==> src/rtl/conv_window_gen_pkg.sv <==
// Shared constants for the 3x3 convolution window generator.
// Tap k = KSZ*i + j, where i is the row (0 = oldest) and j is the column (0 = oldest).
package conv_window_gen_pkg;

  localparam int unsigned KSZ        = 3;
  localparam int unsigned KTAPS      = KSZ * KSZ;
  localparam int unsigned D_DEFAULT  = 16;

  localparam int unsigned TAP_CENTRE = 4;
  localparam int unsigned TAP_TL     = 0;
  localparam int unsigned TAP_TR     = 2;
  localparam int unsigned TAP_BL     = 6;
  localparam int unsigned TAP_BR     = 8;

endpackage

==> src/rtl/conv_window_gen_line_buffer.sv <==
// Enable-gated shift chain that delays a pixel stream by DEPTH accepted pixels.
// The output is the oldest stage of the chain, so it is registered.
module line_buffer #(
  parameter int unsigned D     = 16,
  parameter int unsigned DEPTH = 8
) (
  input  logic         i_clk,
  input  logic         i_rst_n,
  input  logic         i_en,
  input  logic [D-1:0] i_data,
  output logic [D-1:0] o_data
);

  logic [DEPTH-1:0][D-1:0] chain_q;
  logic [DEPTH-1:0][D-1:0] chain_d;

  // Stage 0 takes the new pixel; the highest stage is the oldest.
  always_comb begin
    chain_d = chain_q;
    if (i_en) begin
      chain_d = {chain_q[DEPTH-2:0], i_data};
    end
  end

  always_ff @(posedge i_clk) begin
    if (!i_rst_n) begin
      chain_q <= '0;
    end else begin
      chain_q <= chain_d;
    end
  end

  assign o_data = chain_q[DEPTH-1];

endmodule

==> src/rtl/conv_window_gen.sv <==
// 3x3 sliding-window generator over a raster pixel stream, with in-frame
// window qualification and an end-of-frame pulse.
module conv_window_gen
  import conv_window_gen_pkg::*;
#(
  parameter int unsigned D = D_DEFAULT,
  parameter int unsigned W = 8,
  parameter int unsigned H = 8
) (
  input  logic               i_clk,
  input  logic               i_rst_n,
  input  logic               i_valid,
  input  logic [D-1:0]       i_data,
  output logic               o_valid,
  output logic [KTAPS*D-1:0] o_win,
  output logic               o_frame_done
);

  localparam int unsigned CW = $clog2(W);
  localparam int unsigned RW = $clog2(H);

  logic [CW-1:0] col_q, col_d;
  logic [RW-1:0] row_q, row_d;
  logic          valid_q, valid_d;
  logic          done_q, done_d;

  logic [KSZ-1:0][KSZ-1:0][D-1:0] win_q, win_d;
  logic [KSZ-1:0][D-1:0]          col_in;

  logic [D-1:0] lb0_out;
  logic [D-1:0] lb1_out;

  logic last_col;
  logic last_row;

  line_buffer #(.D(D), .DEPTH(W)) u_lb0 (
    .i_clk   (i_clk),
    .i_rst_n (i_rst_n),
    .i_en    (i_valid),
    .i_data  (i_data),
    .o_data  (lb0_out)
  );

  line_buffer #(.D(D), .DEPTH(W)) u_lb1 (
    .i_clk   (i_clk),
    .i_rst_n (i_rst_n),
    .i_en    (i_valid),
    .i_data  (lb0_out),
    .o_data  (lb1_out)
  );

  // Incoming column: row 0 is two rows up, row 2 is the current row.
  assign col_in = {i_data, lb0_out, lb1_out};

  assign last_col = (col_q == CW'(W - 1));
  assign last_row = (row_q == RW'(H - 1));

  always_comb begin
    col_d   = col_q;
    row_d   = row_q;
    win_d   = win_q;
    valid_d = 1'b0;
    done_d  = 1'b0;
    if (i_valid) begin
      col_d = last_col ? '0 : col_q + CW'(1);
      if (last_col) begin
        row_d = last_row ? '0 : row_q + RW'(1);
      end
      for (int i = 0; i < KSZ; i++) begin
        win_d[i] = {col_in[i], win_q[i][KSZ-1:1]};
      end
      // Only windows lying fully inside the frame are flagged.
      valid_d = (row_q >= RW'(2)) && (col_q >= CW'(2));
      done_d  = last_col && last_row;
    end
  end

  always_ff @(posedge i_clk) begin
    if (!i_rst_n) begin
      col_q   <= '0;
      row_q   <= '0;
      win_q   <= '0;
      valid_q <= 1'b0;
      done_q  <= 1'b0;
    end else begin
      col_q   <= col_d;
      row_q   <= row_d;
      win_q   <= win_d;
      valid_q <= valid_d;
      done_q  <= done_d;
    end
  end

  // Packed [i][j] flattening places tap 3*i+j at bits D*(3*i+j).
  assign o_win        = win_q;
  assign o_valid      = valid_q;
  assign o_frame_done = done_q;

endmodule

==> config.mk <==
export PLATFORM = sky130hd
export DESIGN_NAME = conv_window_gen
export DESIGN_NICKNAME = d
export VERILOG_FILES = /design/src/rtl/conv_window_gen_pkg.sv /design/src/rtl/conv_window_gen_line_buffer.sv /design/src/rtl/conv_window_gen.sv
export SDC_FILE = /design/constraint.sdc
export NUM_CORES = 1
export LEC_CHECK = 0
export CAP_MARGIN = 10
export CORE_MARGIN = 10
export CORE_UTILIZATION = 40
export DETAILED_ROUTE_END_ITERATION = 7
export PLACE_DENSITY_LB_ADDON = 0.12
export SLEW_MARGIN = 15
export SYNTH_ARGS = -nofsm -noshare
export SYNTH_HDL_FRONTEND = slang
export SYNTH_HIERARCHICAL = 1
export SYNTH_SLANG_ARGS = --single-unit
==> constraint.sdc <==
create_clock -name i_clk -period 2.8 [get_ports i_clk]
set_clock_uncertainty 0.15 [all_clocks]
set_input_delay 0.56 -clock i_clk [delete_from_list [all_inputs] [get_ports i_clk]]
set_output_delay 0.56 -clock i_clk [all_outputs]
set_load 0.01 [all_outputs]
---- Word-level counts from Yosys, hierarchy flattened ----
Cells that the tools add are included.
storage, ports and cells
  word-level logic and storage cells ...... 35
  flip-flop bits (word level) ............. 312
  output and inout port bits .............. 146
cells by class
  equal/unequal tests ..................... 2
  order comparisons ....................... 2
  mux-type cells .......................... 2
  $add $sub $neg .......................... 2
  reduce and logical (&&, ||, !) cells .... 4
operator list
  operator             number
  $add 3x1->3 const B  2
  $eq 3x3->1 const B   2
  $ge 3x2->1 const B   2
  $mux 3               2
  $reduce_and 2->1     2
  $logic_and 1x1->1    2

---- Logic depth before layout (Yosys ltp) ----
  word-level depth ........................ 2
  depth in mapped cells ................... 5
  gate-level depth less buffers ........... 4

---- Cells and area by module ----
The synthesis kept the hierarchy.
modules (own cells, without submodules)
  module           area an instance (µm²)  times used  cells each
  line_buffer      5088.6                  2           428
  conv_window_gen  5587.9                  1           502

---- Worst setup path before layout ----
Ideal clock, no wire load.
  kind .................................... input-to-reg
  start ................................... input i_valid
  end ..................................... register win_q (netlist bit o_win[100])
  path buffers ............................ 3
  stages .................................. 5
  slack ................................... 1.358 ns
  arrival time ............................ 1.164 ns
  path through ............................ buf_6 -> buf_12 -> buf_8 -> mux2i_1 -> nor2_1
RTL lines
  element               RTL line               text
  start, declared       conv_window_gen.sv:12  input logic i_valid,
  end signal, assigned  conv_window_gen.sv:88  win_q <= win_d;
  end, declared         conv_window_gen.sv:27  logic [KSZ-1:0][KSZ-1:0][D-1:0] win_q, win_d;

---- Worst setup path after layout ----
  start ................................... register win_q (netlist bit o_win[143])
  end ..................................... output o_win[143]
RTL lines
  element        RTL line               text
  end, declared  conv_window_gen.sv:15  output logic [KTAPS*D-1:0] o_win,
No word-level cell between the ends.

==> key figures <==
Status
  – Status: finished, final reports clean

Worst setup path
  – Crit-path max FO: 3
  – CP Cell Sequence: clkdlybuf4s50_1
  – WP buf/inv: 1
  – Data required, critical path: 2.09 ns
  – Crit path DAT: 1.54 ns
  – CP peak stage delay: 0.58 ns
  – Startpoint class of the critical path: flip-flop
  – Crit-path slowest cell: clkdlybuf4s50_1
  – CP Class: flip-flop to output pin
  – Worst Setup End Kind: output pin
  – Worst path top cell family by delay: buffers and inverters

Logic synthesis
  – Synthesized area: 0.0158 mm²
  – Yosys reg bits: ~410
  – Top post-synthesis cells by area: dfxtp_1 52%, mux2i_1 25%, nor2b_1 10%, buf_12 3.6%, nor2_1 3.5%
  – Seq/Total Area, Yosys: 51.8%
  – Yosys warns: 6
  – Syn avg cell area: 11.6 µm²
  – Syn_nets: 1383
  – Largest area contributor in the netlist: dfxtp_1
  – Yosys cell types: 26
  – Gate Count Post-Synth: about 1400
  – Yosys top cell area share: 51.8%

Die
  – Chip Height: 219 µm
  – Die width: 219 µm
  – Num rows: 72
  – Core footprint: between 0.03 and 0.04 mm²
  – Die footprint: 0.0478 mm²
  – Io pins: 165
  – Starting Density: about two fifths

CTS
  – # hold bufs at CTS: 0
  – CTS tree: done
  – Clk buf depth: 3
  – Postcts setup bufs: 0
  – Clk_lat worst skew: roughly 0.55 ns
  – Num CTS Buffers: 44
  – H-tree depth: 2
  – CTS root buffer: clkbuf_16
  – TritonCTS Sinks: around 410
  – Post-CTS Resized: 0
  – Clk pin slew, worst setup/hold paths: 0.06 ns

Power and ir drop
  – Pwr Density: 644 mW/mm²
  – Leak pwr: around 7.6 nW
  – Worst vdd ir: approximately 0.00061 V

Finish
  – Share of layout cells above drive strength 1: 6.24%
  – Final Core Density: 47.8%
  – N_diodes: 0
  – Area added between synthesis and finish: 17.8%
  – Fin nets: 1501

Timing
  – Slew HR: 63.9%
  – Final setup vio count: 0
  – FMAX: 444 MHz
  – Hold WS: 0.196 ns
  – Crit path time final: 2.25 ns
  – Setup TNS: 0 ns
  – Part of the cycle the worst path needs: 80.4%
  – Actual slew at the worst max-slew pin: 0.541 ns
  – RSZ-0062 raised after global routing: no
  – Fin. Hold Viols: 0
  – Final slew viol count: 0

Placed design
  – IO buf count: 164
  – Post-DP HPWL: 20200 µm
  – Gp weighted congestion: roughly 0.70

GRT
  – First-pass GRT wire length: roughly 49000 µm
  – GR Util All Layers: 12.5%
  – Overflow after GRT: 0
  – Largest net degree at the start of global routing: 120
  – Antenna violations before repair: 0
  – Vias in the first global route: ~8900

Routing
  – Pre-antenna DRT Iters: 4
  – Vias per cell: 4.54
  – DR top layer: met4
  – Wire per inst: 15.2 µm
  – Post-Route WL: between 30000 and 40000 µm
  – Initial DRC Count: roughly 450
  – Via count: ~9000
  – Routed Antenna Nets: 0
  – Met3 routed WL: between 1000 and 1500 µm
  – Wl on met1: 13200 µm
  – WL met2: 16000 µm
  – DRC: 0

Min path
  – Worst min path class: primary input to flip-flop

Run
  – Number of max-cap violations: 0
## where the power goes
group	switching (mW)	internal, mW	total, mW
registers	0.0385	5.86	5.90
clock network	2.21	3.23	5.44
logic	0.305	0.312	0.617
## routing by layer
metal	global-route usage [%]	vias to the layer above
met2	22.1	79
met3	2.97	51
met5	0	-
met1	14.8	4317
met4	3.84	0
li1	-	4736
## sequential cells by signal, indices dropped and copies added, names as in the netlist
signal	flops
u_lb0/chain_q	112
u_lb1/chain_q	112
col_q	3
u_lb1/o_data	16
o_win	144
u_lb0/o_data	16
row_q	3
o_valid	1
o_frame_done	1
## layout by cell type, fill, tap and decap left out
cell type,n
buf_12,13
a311oi_1,1
or3b_1,1
nor2_1,147
buf_6,1
buf_4,17
clkbuf_1,16
inv_4,1
dfxtp_1,408
a21oi_1,3
mux2i_1,401
buf_8,1
ha_1,6
o311ai_0,1
nor4bb_1,1
clkbuf_8,11
and4_1,1
clkdlybuf4s50_1,162
inv_1,2
a21boi_0,1
nor3_1,1
clkbuf_16,45
nor2b_1,256
a211oi_1,1
o21a_1,1
nand2b_1,1
nand3_1,1
a21bo_2,1
clkinv_2,4
## per-stage QoR
stage	power (mW)	cells	worst slack (ns)	cell area, µm²
detailed placement	6.66	1948	0.867	17200
global route	12.5	2024	0.465	18600
CTS	12.2	2024	0.474	18600
finish	12.0	2024	0.548	18600
floorplan	6.56	1358	1.36	15800
global placement	6.66	1948	0.885	17200
## cell usage after synthesis
cell type,instances
clkbuf_1,36
mux2i_1,401
buf_12,28
inv_1,2
or3b_1,1
buf_2,8
a21bo_2,1
a311oi_1,1
nor4bb_1,1
buf_4,32
inv_2,1
buf_6,3
nor2_1,147
a21boi_0,1
buf_8,15
a211oi_1,1
ha_1,6
o21a_1,1
o311ai_0,1
nand2b_1,1
and4_1,1
nor2b_1,256
dfxtp_1,408
nand3_1,1
nor3_1,1
a21oi_1,3
## cell type report
cell class	count	area, µm²
Clock buffer	72	1340
Timing Repair Buffer	194	2040
Fill cell	3523	20300
Inverter	3	13.8
Clock inverter	4	20.0
Sequential cell	408	8170
Tap cell	518	648
Multi-Input combinational cell	825	6350
## worst paths after layout
kind                                       from  slack, ns    endpoint  cells past startpoint
worst max-delay path                 o_win[143]       0.55  o_win[143]                      1
worst min-delay path                    i_rst_n       0.20    row_q[0]                      2
worst max register to register         col_q[0]       1.28    col_q[0]                      4
worst min register to register  u_lb1/o_data[0]       0.34   o_win[32]                      2
## logic make-up (layout without fill, tap and decap cells)
| kind of cell | after synthesis | in the layout | synth area share [%] |
|---|---|---|---|
| DFF | 408 | 408 | 51.8 |
| muxes | 401 | 401 | 25.5 |
| AOI/OAI and AO/OA | 9 | 9 | 0.413 |
| and+or+nand+nor | 409 | 409 | 13.9 |
| adders and majority gates | 6 | 6 | 0.476 |
| buffers and inverters | 125 | 273 | 7.90 |
Power figures use the tool's default switching activity.
